**src/rtl/vram_fill_arbiter.sv**
```systemverilog
// vram_fill_arbiter
//   Shares a single VRAM write port between a CPU and a hardware
//   rectangle-less linear fill engine. The CPU always has priority; the fill
//   engine writes one word per cycle whenever the CPU is not granted.
//
// Ports
//   clk, reset_n             clock, asynchronous active-low reset
//   cpu_req/we/addr/data     CPU access strobe (level), direction, address, data
//   cpu_dtack_n              active-low acknowledge, low while the access is held
//   reg_wr/reg_sel/reg_data  fill register write port
//                              0: start address[15:0]
//                              1: length in words
//                              2: colour[11:0]
//                              3: control (bit0 go, bit1 abort, bit2 start address[16])
//   vram_we/addr/data        registered VRAM write port
//   busy                     fill engine running
//   done                     sticky fill-complete flag, cleared by any control write
//   irq                      completion interrupt
//
// Build option
//   VRAM_FILL_IRQ_EN  when defined, irq rises with done and clears on a control
//                     write; when undefined, irq is tied low.

module vram_fill_arbiter (
  input  logic        clk,
  input  logic        reset_n,
  input  logic        cpu_req,
  input  logic        cpu_we,
  input  logic [16:0] cpu_addr,
  input  logic [15:0] cpu_data,
  output logic        cpu_dtack_n,
  input  logic        reg_wr,
  input  logic [1:0]  reg_sel,
  input  logic [15:0] reg_data,
  output logic        vram_we,
  output logic [16:0] vram_addr,
  output logic [15:0] vram_data,
  output logic        busy,
  output logic        done,
  output logic        irq
);

  typedef enum logic {S_IDLE, S_FILL} fill_state_t;
  typedef enum logic {C_IDLE, C_ACK} cpu_state_t;

  fill_state_t state_q, state_d;
  cpu_state_t  cpu_state_q, cpu_state_d;

  // Programmable registers (start address bit 16 arrives with the go write)
  logic [15:0] start_lo_q, start_lo_d;
  logic [15:0] len_q, len_d;
  logic [11:0] colour_q, colour_d;

  // Working copies owned by the running fill
  logic [16:0] work_addr_q, work_addr_d;
  logic [15:0] remain_q, remain_d;
  logic [11:0] work_colour_q, work_colour_d;

  logic        vram_we_q, vram_we_d;
  logic [16:0] vram_addr_q, vram_addr_d;
  logic [15:0] vram_data_q, vram_data_d;
  logic        done_q, done_d;

  logic ctrl_wr, go, abort, grant, done_set;

  assign ctrl_wr = reg_wr && (reg_sel == 2'd3);
  // Abort wins when both go and abort are set.
  assign go      = ctrl_wr && reg_data[0] && !reg_data[1];
  assign abort   = ctrl_wr && reg_data[1];
  assign grant   = (cpu_state_q == C_IDLE) && cpu_req;

  always_comb begin
    state_d       = state_q;
    cpu_state_d   = cpu_state_q;
    start_lo_d    = start_lo_q;
    len_d         = len_q;
    colour_d      = colour_q;
    work_addr_d   = work_addr_q;
    remain_d      = remain_q;
    work_colour_d = work_colour_q;
    vram_we_d     = 1'b0;
    vram_addr_d   = vram_addr_q;
    vram_data_d   = vram_data_q;
    done_set      = 1'b0;

    if (reg_wr) begin
      unique case (reg_sel)
        2'd0:    start_lo_d = reg_data;
        2'd1:    len_d      = reg_data;
        2'd2:    colour_d   = reg_data[11:0];
        default: ;
      endcase
    end

    // CPU side: one access per request, acknowledge held until the strobe drops
    unique case (cpu_state_q)
      C_IDLE: begin
        if (cpu_req) begin
          cpu_state_d = C_ACK;
          vram_we_d   = cpu_we;
          vram_addr_d = cpu_addr;
          vram_data_d = cpu_data;
        end
      end
      C_ACK: begin
        if (!cpu_req) cpu_state_d = C_IDLE;
      end
      default: cpu_state_d = C_IDLE;
    endcase

    // Fill side
    unique case (state_q)
      S_IDLE: begin
        if (go) begin
          if (len_q != 16'd0) begin
            work_addr_d   = {reg_data[2], start_lo_q};
            remain_d      = len_q;
            work_colour_d = colour_q;
            state_d       = S_FILL;
          end else begin
            done_set = 1'b1;
          end
        end
      end
      S_FILL: begin
        if (abort) begin
          state_d = S_IDLE;
        end else if (!grant) begin
          vram_we_d   = 1'b1;
          vram_addr_d = work_addr_q;
          vram_data_d = {4'b0000, work_colour_q};
          work_addr_d = work_addr_q + 17'd1;
          remain_d    = remain_q - 16'd1;
          if (remain_q == 16'd1) begin
            state_d  = S_IDLE;
            done_set = 1'b1;
          end
        end
      end
      default: state_d = S_IDLE;
    endcase

    // A control write clears done, but a completion on the same edge wins.
    done_d = ctrl_wr ? 1'b0 : done_q;
    if (done_set) done_d = 1'b1;
  end

  always_ff @(posedge clk or negedge reset_n) begin
    if (!reset_n) begin
      state_q       <= S_IDLE;
      cpu_state_q   <= C_IDLE;
      start_lo_q    <= '0;
      len_q         <= '0;
      colour_q      <= '0;
      work_addr_q   <= '0;
      remain_q      <= '0;
      work_colour_q <= '0;
      vram_we_q     <= 1'b0;
      vram_addr_q   <= '0;
      vram_data_q   <= '0;
      done_q        <= 1'b0;
    end else begin
      state_q       <= state_d;
      cpu_state_q   <= cpu_state_d;
      start_lo_q    <= start_lo_d;
      len_q         <= len_d;
      colour_q      <= colour_d;
      work_addr_q   <= work_addr_d;
      remain_q      <= remain_d;
      work_colour_q <= work_colour_d;
      vram_we_q     <= vram_we_d;
      vram_addr_q   <= vram_addr_d;
      vram_data_q   <= vram_data_d;
      done_q        <= done_d;
    end
  end

`ifdef VRAM_FILL_IRQ_EN
  logic irq_q, irq_d;

  always_comb begin
    irq_d = ctrl_wr ? 1'b0 : irq_q;
    if (done_set) irq_d = 1'b1;
  end

  always_ff @(posedge clk or negedge reset_n) begin
    if (!reset_n) irq_q <= 1'b0;
    else          irq_q <= irq_d;
  end

  assign irq = irq_q;
`else
  assign irq = 1'b0;
`endif

  assign cpu_dtack_n = (cpu_state_q != C_ACK);
  assign busy        = (state_q == S_FILL);
  assign done        = done_q;
  assign vram_we     = vram_we_q;
  assign vram_addr   = vram_addr_q;
  assign vram_data   = vram_data_q;

endmodule

```
**config.mk**
```make
export PLATFORM = sky130hd
export DESIGN_NAME = vram_fill_arbiter
export DESIGN_NICKNAME = d
export VERILOG_FILES = /design/src/rtl/vram_fill_arbiter.sv
export SDC_FILE = /design/constraint.sdc
export NUM_CORES = 1
export LEC_CHECK = 0
export ABC_AREA = 0
export CAP_MARGIN = 30
export CORE_ASPECT_RATIO = 0.7
export CORE_MARGIN = 3
export CORE_UTILIZATION = 58
export DETAILED_ROUTE_END_ITERATION = 8
export PLACE_DENSITY = 0.86
export SETUP_SLACK_MARGIN = 0.4
export SYNTH_ARGS = -nofsm -noshare
export SYNTH_HDL_FRONTEND = slang
export SYNTH_SLANG_ARGS = --single-unit
export TNS_END_PERCENT = 50
```
**constraint.sdc**
```tcl
create_clock -name clk -period 3.25 [get_ports clk]
set_input_delay 0.65 -clock clk [delete_from_list [all_inputs] [get_ports clk]]
set_output_delay 0.65 -clock clk [all_outputs]
set_load 0.05 [all_outputs]
```
==> flow_summary.html, run 1 <==
<table>
<tr><th>Metric</th><th>Value</th></tr>
<tr><th colspan="2">STA</th></tr>
<tr><td>Crit path time final</td><td>around 2.4 ns</td></tr>
<tr><td>Worst hold slack after final layout</td><td>0.292 ns</td></tr>
<tr><td>Number of failing setup endpoints in the final timing report</td><td>0</td></tr>
<tr><td>Max Clk Rate</td><td>approximately 0.43 GHz</td></tr>
<tr><td>Actual slew at the worst max-slew pin</td><td>between 0.7 and 0.8 ns</td></tr>
<tr><td>Setup TNS after final layout</td><td>0 ns</td></tr>
<tr><td>Tightest slew margin relative to the limit</td><td>50.3%</td></tr>
<tr><td>Max Clock Skew</td><td>between 0.01 and 0.015 ns</td></tr>
<tr><td>Period utilization</td><td>72.4%</td></tr>
<tr><td>Final-report hold violation count</td><td>0</td></tr>
<tr><td>Max Slew Vio Count</td><td>0</td></tr>
<tr><td>Setup repair after global routing missed its margin</td><td>no</td></tr>
<tr><th colspan="2">Yosys</th></tr>
<tr><td>Number of flops mapped to enable cells by yosys</td><td>0</td></tr>
<tr><td>Number of synthesized register bits</td><td>126</td></tr>
<tr><td>Post-synth design cell area</td><td>~5800 um2</td></tr>
<tr><td>Count leader, synth</td><td>dfrtp_1</td></tr>
<tr><td>Most used flip-flop cell after synthesis</td><td>dfrtp_1</td></tr>
<tr><td>Synth unique cells</td><td>45</td></tr>
<tr><td>Share of the yosys chip area belonging to registers</td><td>54.0%</td></tr>
<tr><td>Post-Synthesis Cells</td><td>between 500 and 600</td></tr>
<tr><td>Area fraction of the dominant cell type after synthesis</td><td>54.0%</td></tr>
<tr><td>Synth cell count leaders</td><td>126 x dfrtp_1, 106 x nand2_1, 44 x mux2_2, 41 x mux2i_1, 36 x o21ai_0</td></tr>
<tr><td>Most area-consuming cells after synthesis</td><td>dfrtp_1 54%, mux2_2 8.5%, mux2i_1 7.0%, nand2_1 6.8%, o21ai_0 3.1%</td></tr>
<tr><td>Mean cell area of the mapped netlist</td><td>10.5 um2</td></tr>
<tr><td>Library cell occupying the most area in the post-synthesis netlist</td><td>dfrtp_1</td></tr>
<tr><td>Share of async-settable or async-resettable flops after synthesis</td><td>100%</td></tr>
<tr><td>Mapped Nets</td><td>between 600 and 700</td></tr>
<tr><td>Count of yosys warnings during synthesis</td><td>0</td></tr>
<tr><th colspan="2">Outcome</th></tr>
<tr><td>Status</td><td>finished, final reports clean</td></tr>
<tr><th colspan="2">Die</th></tr>
<tr><td>Vertical die dimension</td><td>about 90 um</td></tr>
<tr><td>Chip width</td><td>126 um</td></tr>
<tr><td>Starting density of the core</td><td>about three fifths</td></tr>
<tr><td>Core Region</td><td>9430 um2</td></tr>
<tr><td>Number of placement rows</td><td>29</td></tr>
<tr><td>Count of pins on the block boundary</td><td>94</td></tr>
<tr><td>Total die area</td><td>11,300 um2</td></tr>
<tr><th colspan="2">Route</th></tr>
<tr><td>Iteration-0 DRC count of the detailed router</td><td>497</td></tr>
<tr><td>Avg WL per Cell</td><td>20.3 um</td></tr>
<tr><td>Drt pass-1 iters</td><td>5</td></tr>
<tr><td>Vias/cell</td><td>6.30</td></tr>
<tr><td>Antenna-violating nets left</td><td>0</td></tr>
<tr><td>Total wire length</td><td>~16,000 um</td></tr>
<tr><td>DR DRC count</td><td>0</td></tr>
<tr><td>Via Count</td><td>4,928</td></tr>
<tr><th colspan="2">Clocking</th></tr>
<tr><td>TritonCTS clock tree</td><td>done</td></tr>
<tr><td>Clock Path Buffers</td><td>2</td></tr>
<tr><td>CTS Root Cell</td><td>clkbuf_16</td></tr>
<tr><td>Clock sinks</td><td>126</td></tr>
<tr><td>Worst-Skew Late Latency</td><td>0.42 ns</td></tr>
<tr><td>Maximum level of the CTS H-tree</td><td>4</td></tr>
<tr><td>Post-CTS clock slew at the launch and capture registers of the worst setup and hold paths</td><td>0.05 ns</td></tr>
<tr><td>Count of hold-fix buffers inserted at cts</td><td>0</td></tr>
<tr><td>Total of cells resized after clock tree synthesis</td><td>0</td></tr>
<tr><td>TritonCTS Buffers</td><td>17</td></tr>
<tr><td>Buffer count from post-CTS setup fixing</td><td>0</td></tr>
<tr><th colspan="2">Place</th></tr>
<tr><td>Buffers added on ports</td><td>between 90 and 100</td></tr>
<tr><td>Weighted congestion reported at the end of routability-driven placement</td><td>0.901</td></tr>
<tr><td>Number of placed instances, taps included</td><td>750</td></tr>
<tr><td>Detailed-placement wirelength estimate</td><td>10,200 um</td></tr>
<tr><td>Instance area after placement</td><td>6870 um2</td></tr>
<tr><th colspan="2">Global route</th></tr>
<tr><td>Vias in the first global route</td><td>4,990</td></tr>
<tr><td>Largest net degree at the start of global routing</td><td>between 70 and 80</td></tr>
<tr><td>Number of antenna violations at the first check in global routing</td><td>0</td></tr>
<tr><td>Global-route wire length before repair</td><td>25,900 um</td></tr>
<tr><td>Congestion Overflow GR</td><td>0</td></tr>
<tr><td>GRT Total Usage</td><td>28.8%</td></tr>
<tr><th colspan="2">Pwr</th></tr>
<tr><td>Worst voltage drop across the vdd grid</td><td>497 uV</td></tr>
<tr><td>Combinational power share</td><td>around 29%</td></tr>
<tr><td>Sequential Power Share</td><td>39.8%</td></tr>
<tr><td>Power density of the placed cells</td><td>856 nW/um2</td></tr>
<tr><td>Part of the power in the clock network</td><td>a little under a third</td></tr>
<tr><td>Leakage Power</td><td>between 3 and 4 nW</td></tr>
<tr><td>Net load switching power</td><td>0.00231 W</td></tr>
<tr><td>Sw frac</td><td>36.0%</td></tr>
<tr><td>Internal portion of total power</td><td>between 0.004 and 0.005 W</td></tr>
<tr><th colspan="2">Setup path</th></tr>
<tr><td>Number of cells on the worst reg-to-reg path</td><td>6</td></tr>
<tr><td>Buffers plus inverters on the worst setup path</td><td>1</td></tr>
<tr><td>FF-to-FF setup slack</td><td>0.99 ns</td></tr>
<tr><td>WP data required</td><td>2.60 ns</td></tr>
<tr><td>Ordered list of cells on the worst path</td><td>clkdlybuf4s50_1</td></tr>
<tr><td>CP max stage delay</td><td>~0.84 ns</td></tr>
<tr><td>Reg2reg end</td><td>remain_q[4]</td></tr>
<tr><td>Worst Setup End Kind</td><td>output pin</td></tr>
<tr><td>Critical Path Stages</td><td>1</td></tr>
<tr><td>Slowest-stage cell, CP</td><td>clkdlybuf4s50_1</td></tr>
<tr><td>Crit path arrival time</td><td>~1.7 ns</td></tr>
<tr><td>Startpoint type of the worst setup path</td><td>flop</td></tr>
<tr><td>Family with the most delay on the worst path</td><td>buffers and inverters</td></tr>
<tr><td>Worst setup path class</td><td>reg -&gt; out</td></tr>
<tr><td>Launch instance of the worst register-to-register path</td><td>len_q[11]</td></tr>
<tr><td>Crit path max fanout</td><td>4</td></tr>
<tr><th colspan="2">Final layout</th></tr>
<tr><td>Synthesis-to-layout area growth</td><td>28.4%</td></tr>
<tr><td>Ratio of cells with drive above 1 in the final layout</td><td>15.2%</td></tr>
<tr><td>Final Core Density</td><td>79.4%</td></tr>
<tr><td>Non-filler cells, final</td><td>782</td></tr>
<tr><td>Summed area of non-filler cells in the final layout</td><td>7490 um2</td></tr>
<tr><td>ANT cells</td><td>0</td></tr>
<tr><td>Count of nets after finishing</td><td>704</td></tr>
<tr><th colspan="2">Worst hold path</th></tr>
<tr><td>Path type of the worst min-delay path</td><td>in -&gt; async</td></tr>
<tr><th colspan="2">Job</th></tr>
<tr><td>Number of maximum-capacitance violations</td><td>0</td></tr>
</table>
cell type report:
class,instances,area [um2]
Inverter,5,18.8
Multi-Input combinational cell,392,2530
Timing Repair Buffer,103,1010
Fill cell,566,1940
Sequential cell,126,3150
Clock inverter,12,166
Tap cell,124,155
Clock buffer,20,457
logic make-up (layout without fill, tap and decap cells):
kind of cell / after synthesis / count (layout) / synth area share (%)
and+or+nand+nor: 203 / 203 / 16.4
DFF: 126 / 126 / 54.0
AOI/OAI and AO/OA: 100 / 100 / 10.4
muxes: 85 / 85 / 15.5
buffers and inverters: 39 / 140 / 2.87
adders and majority gates: 3 / 3 / 0.643
other: 1 / 1 / 0.0643
power by group through the flow:
stage	Clock (W)	Combinational [W]	Sequential, W
after floorplan	0	0.000853	0.00281
after global placement	0	0.00174	0.00251
after detailed placement	0	0.00181	0.00254
after CTS	0.00202	0.00185	0.00253
after global routing	0.00209	0.00198	0.00261
final	0.00200	0.00185	0.00255
layout by cell type (no fill, tap or decap), types with 7 or more instances in the layout:
cell type,instances
clkdlybuf4s50_1,91
nand2_1,106
clkbuf_16,17
nand3_1,14
nor4_1,7
o22ai_1,20
nand4_1,9
a21oi_1,23
nor3_1,16
buf_4,11
o21ai_0,36
nor2_1,26
mux2i_1,41
dfrtp_1,126
mux2_2,44
routing by layer:
metal / part of all wire (%) / GRT usage, % / vias up
li1: - / - / 2166
met1: 41 / 38.5 / 2416
met2: 47 / 45.8 / 298
met3: 9.8 / 7.82 / 48
met4: 2.4 / 10.2 / 0
met5: 0 / 0 / -
sequential cells by signal, indices dropped and copies added (netlist names):
name,count
len_q,16
vram_we,1
colour_q,12
work_addr_q,17
vram_data,16
vram_addr,17
done,1
remain_q,16
start_lo_q,16
busy,1
cpu_state_q,1
work_colour_q,12
metrics by stage:
step | power (W) | setup slack, ns
global placement | 0.00425 | 0.622
finish | 0.00641 | 0.899
detailed placement | 0.00435 | 0.520
floorplan | 0.00366 | 1.25
CTS | 0.00640 | 0.893
global route | 0.00668 | 0.820
worst max path at each step:
stage | slack (ns) | end | startpoint
2_1_floorplan | 1.25 | remain_q[10] | busy
5_1_grt | 0.82 | remain_q[3] | reg_sel[0]
6_report | 0.90 | busy | busy
3_3_place_gp | 0.62 | work_addr_q[3] | reg_sel[1]
3_5_place_dp | 0.52 | work_addr_q[3] | reg_sel[0]
4_1_cts | 0.89 | busy | busy
Power figures use the tool's default switching activity.
==> inputs of run 2 (changes only) <==
--- a/config.mk
+++ b/config.mk
@@ -9,9 +9,9 @@
 export CAP_MARGIN = 30
 export CORE_ASPECT_RATIO = 0.7
 export CORE_MARGIN = 3
-export CORE_UTILIZATION = 58
+export CORE_UTILIZATION = 54
 export DETAILED_ROUTE_END_ITERATION = 8
-export PLACE_DENSITY = 0.86
+export PLACE_DENSITY = 0.8
 export SETUP_SLACK_MARGIN = 0.4
 export SYNTH_ARGS = -nofsm -noshare
 export SYNTH_HDL_FRONTEND = slang
==> constraint.sdc (replaced) <==
create_clock -name clk -period 2.2 [get_ports clk]
set_input_delay 0.44 -clock clk [delete_from_list [all_inputs] [get_ports clk]]
set_output_delay 0.44 -clock clk [all_outputs]
set_load 0.05 [all_outputs]
==> run 2 against run 1 <==
Against the previous run:
- critical path depth is 5 higher
- count of clock-buffer cells in the layout increased by 4
- largest power group unchanged
- sequential power is 51% higher
- final cell count is 5.8% higher
- clock power up 55%
- worst hold slack better by 0.16 ns
- total power grew 55%
==> flow_summary.html, run 2 (synthesis results as in run 1) <==
<table>
<tr><th>Metric</th><th>Value</th></tr>
<tr><th colspan="2">Pwr</th></tr>
<tr><td>Internal portion of total power</td><td>0.00632 W (was 0.00410 W)</td></tr>
<tr><td>Net load switching power</td><td>0.00360 W (was 0.00231 W)</td></tr>
<tr><td>Worst voltage drop across the vdd grid</td><td>595 uV (was 497 uV)</td></tr>
<tr><td>Sequential Power Share</td><td>38.9% (was 39.8%)</td></tr>
<tr><td>Power, Total</td><td>0.00992 W (was 0.00641 W)</td></tr>
<tr><td>Part of the power in the clock network</td><td>31.2% (was 31.3%)</td></tr>
<tr><td>Leakage Power</td><td>3.73 nW (was 3.30 nW)</td></tr>
<tr><td>Power density of the placed cells</td><td>1210 nW/um2 (was 856 nW/um2)</td></tr>
<tr><td>Sw frac</td><td>36.3% (was 36.0%)</td></tr>
<tr><td>Combinational power share</td><td>29.9% (was 28.9%)</td></tr>
<tr><th colspan="2">Setup path</th></tr>
<tr><td>Crit path arrival time</td><td>2.27 ns (was 1.70 ns)</td></tr>
<tr><td>WP data required</td><td>2.49 ns (was 2.60 ns)</td></tr>
<tr><td>Startpoint type of the worst setup path</td><td>flop (unchanged)</td></tr>
<tr><td>Worst Setup End Kind</td><td>flop (was output pin)</td></tr>
<tr><td>Worst setup path class</td><td>reg -&gt; reg (was reg -&gt; out)</td></tr>
<tr><td>Crit path max fanout</td><td>6 (was 4)</td></tr>
<tr><td>FF-to-FF setup slack</td><td>0.23 ns (was 0.99 ns)</td></tr>
<tr><th colspan="2">Route</th></tr>
<tr><td>Total wire length</td><td>17,600 um (was 15,900 um)</td></tr>
<tr><td>Vias/cell</td><td>6.09 (was 6.30)</td></tr>
<tr><td>Iteration-0 DRC count of the detailed router</td><td>453 (was 497)</td></tr>
<tr><td>DR DRC count</td><td>0 (unchanged)</td></tr>
<tr><td>Avg WL per Cell</td><td>21.2 um (was 20.3 um)</td></tr>
<tr><td>Drt pass-1 iters</td><td>5 (unchanged)</td></tr>
<tr><td>Via Count</td><td>5,039 (was 4,928)</td></tr>
<tr><td>Antenna-violating nets left</td><td>0 (unchanged)</td></tr>
<tr><th colspan="2">STA</th></tr>
<tr><td>Actual slew at the worst max-slew pin</td><td>0.528 ns (was 0.746 ns)</td></tr>
<tr><td>Period utilization</td><td>89.6%</td></tr>
<tr><td>Setup TNS after final layout</td><td>0 ns (unchanged)</td></tr>
<tr><td>Max Clock Skew</td><td>0.0106 ns (was 0.0118 ns)</td></tr>
<tr><td>Setup repair after global routing missed its margin</td><td>yes (was no)</td></tr>
<tr><td>Final-report hold violation count</td><td>0 (unchanged)</td></tr>
<tr><td>Number of failing setup endpoints in the final timing report</td><td>0 (unchanged)</td></tr>
<tr><td>Tightest slew margin relative to the limit</td><td>64.9% (was 50.3%)</td></tr>
<tr><td>Max Slew Vio Count</td><td>0 (unchanged)</td></tr>
<tr><td>Crit path time final</td><td>1.97 ns</td></tr>
<tr><td>Max Clk Rate</td><td>roughly 0.5 GHz</td></tr>
<tr><th colspan="2">Global route</th></tr>
<tr><td>Vias in the first global route</td><td>5,188 (was 4,990)</td></tr>
<tr><td>Number of antenna violations at the first check in global routing</td><td>0 (unchanged)</td></tr>
<tr><td>Congestion Overflow GR</td><td>0 (unchanged)</td></tr>
<tr><td>Largest net degree at the start of global routing</td><td>68 (was 71)</td></tr>
<tr><td>Global-route wire length before repair</td><td>27,100 um (was 25,900 um)</td></tr>
<tr><td>GRT Total Usage</td><td>29.4% (was 28.8%)</td></tr>
<tr><th colspan="2">Clocking</th></tr>
<tr><td>Clock sinks</td><td>126 (unchanged)</td></tr>
<tr><td>Maximum level of the CTS H-tree</td><td>4 (unchanged)</td></tr>
<tr><td>TritonCTS clock tree</td><td>done (unchanged)</td></tr>
<tr><td>Worst-Skew Late Latency</td><td>0.42 ns (about the same)</td></tr>
<tr><td>Clock Path Buffers</td><td>2 (unchanged)</td></tr>
<tr><td>TritonCTS Buffers</td><td>17 (unchanged)</td></tr>
<tr><td>CTS Root Cell</td><td>clkbuf_16 (unchanged)</td></tr>
<tr><td>Post-CTS clock slew at the launch and capture registers of the worst setup and hold paths</td><td>0.06 ns (was 0.05 ns)</td></tr>
<tr><th colspan="2">Final layout</th></tr>
<tr><td>Synthesis-to-layout area growth</td><td>40.2% (was 28.4%)</td></tr>
<tr><td>Most used cells in the layout excluding fill and tap cells</td><td>124 x dfrtp_1, 105 x nand2_1, 50 x clkdlybuf4s50_1 (was 126 x dfrtp_1, 106 x nand2_1, 91 x clkdlybuf4s50_1)</td></tr>
<tr><td>Number of filler instances in the final layout</td><td>633 (was 566)</td></tr>
<tr><td>Ratio of cells with drive above 1 in the final layout</td><td>24.7% (was 15.2%)</td></tr>
<tr><td>Combined area of the multi-input logic cells</td><td>2750 um2 (was 2530 um2)</td></tr>
<tr><td>Summed area of non-filler cells in the final layout</td><td>8180 um2 (was 7490 um2)</td></tr>
<tr><td>Count of nets after finishing</td><td>741 (was 704)</td></tr>
<tr><td>ANT cells</td><td>0 (unchanged)</td></tr>
<tr><td>Most common cell after layout, fill and taps aside</td><td>dfrtp_1 (unchanged)</td></tr>
<tr><td>Sequential cell area in the final layout</td><td>3160 um2 (was 3150 um2)</td></tr>
<tr><th colspan="2">Die</th></tr>
<tr><td>Core Region</td><td>10,400 um2 (was 9430 um2)</td></tr>
<tr><td>Total die area</td><td>12,100 um2 (was 11,300 um2)</td></tr>
<tr><td>Vertical die dimension</td><td>93.0 um (was 89.9 um)</td></tr>
<tr><td>Number of placement rows</td><td>31 (was 29)</td></tr>
<tr><td>Starting density of the core</td><td>55.9% (was 61.9%)</td></tr>
<tr><td>Chip width</td><td>130 um (was 126 um)</td></tr>
<tr><td>Count of pins on the block boundary</td><td>94 (unchanged)</td></tr>
<tr><th colspan="2">Worst hold path</th></tr>
<tr><td>Path type of the worst min-delay path</td><td>reg -&gt; reg (was in -&gt; async)</td></tr>
<tr><th colspan="2">Outcome</th></tr>
<tr><td>Status</td><td>finished, final reports clean (unchanged)</td></tr>
<tr><th colspan="2">Place</th></tr>
<tr><td>Buffers added on ports</td><td>92 (unchanged)</td></tr>
<tr><td>Instance area after placement</td><td>7080 um2 (was 6870 um2)</td></tr>
<tr><td>Weighted congestion reported at the end of routability-driven placement</td><td>0.867 (was 0.901)</td></tr>
<tr><td>Detailed-placement wirelength estimate</td><td>10,900 um (was 10,200 um)</td></tr>
<tr><th colspan="2">Job</th></tr>
<tr><td>Number of maximum-capacitance violations</td><td>0 (unchanged)</td></tr>
</table>
## run 2: changes by cell type in the layout (fill, tap and decap cells not counted), moves of 4 or more
| cell | before | now |
|---|---|---|
| clkdlybuf4s50_1 | 91 | 50 |
| dlygate4sd2_1 | 0 | 38 |
| buf_4 | 11 | 29 |
| o22ai_1 | 20 | 5 |
| o22ai_2 | 0 | 14 |
| buf_6 | 0 | 8 |
| buf_12 | 1 | 8 |
| clkinv_2 | 6 | 0 |
| clkbuf_8 | 2 | 6 |
## run 2: metrics by stage
stage / std cells / utilization, % / hold slack [ns] / worst slack [ns]
floorplan: 557 / - / 0.144 / 0.403
global placement: 777 / 67.8 / 0.395 / -0.0687
detailed placement: 777 / 67.8 / 0.403 / -0.158
CTS: 819 / 75.6 / 0.455 / 0.222
global route: 827 / 78.4 / 0.497 / 0.170
finish: 827 / 78.4 / 0.455 / 0.229
## run 2: per-layer routing
layer	share of wire [%]	vias up	GRT usage, %
met3	8.1	54	7.25
met1	42	2467	39.4
met2	47	265	46.4
met5	0	-	0
met4	3.1	0	11.3
li1	-	2253	-
## run 2: final timing paths
| check | from | end | cells after the start |
|---|---|---|---|
| setup / recovery | len_q[13] | remain_q[11] | 6 |
| max in group asynchronous | reset_n | len_q[2] | 3 |
| hold reg to reg | colour_q[0] | work_colour_q[0] | 2 |
| setup reg to reg | len_q[13] | remain_q[11] | 6 |
| min in group asynchronous | reset_n | start_lo_q[10] | 2 |
| hold / removal | colour_q[0] | work_colour_q[0] | 2 |
## run 2: final cells by class
cell class / count / area share, %
clock buffers: 24 / 6.25
clock inverters: 8 / 1.85
inverters: 5 / 0.229
multi-input cells: 392 / 33.6
flip-flops and latches: 126 / 38.6
well taps: 132 / 2.02
repair buffers: 140 / 17.5
## run 2: power by group through the flow
stage | Sequential [W] | Clock (W) | Combinational, W
after global routing | 0.00393 | 0.00323 | 0.00317
after detailed placement | 0.00378 | 0 | 0.00275
after global placement | 0.00373 | 0 | 0.00266
after CTS | 0.00377 | 0.00312 | 0.00271
final | 0.00386 | 0.00310 | 0.00296
after floorplan | 0.00415 | 0 | 0.00127
## run 2: repair_timing
item / in CTS / in global routing
endpoints found under the setup margin: 79 / 70
setup buffers: 6 / 7
cloned: 3 / 1
endpoints found under the hold margin: 25 / 0
pin swaps: 9 / 17
hold buffers: 1 / 0
resized for setup: 55 / 43
## run 2: critical path, cell delays in order (launching register included)
cell and delay [ns]:
dfrtp_1 0.41, nor4_2 0.30, buf_4 0.17, nand4_1 0.21, a21o_4 0.33, buf_4 0.18, o221a_2 0.25
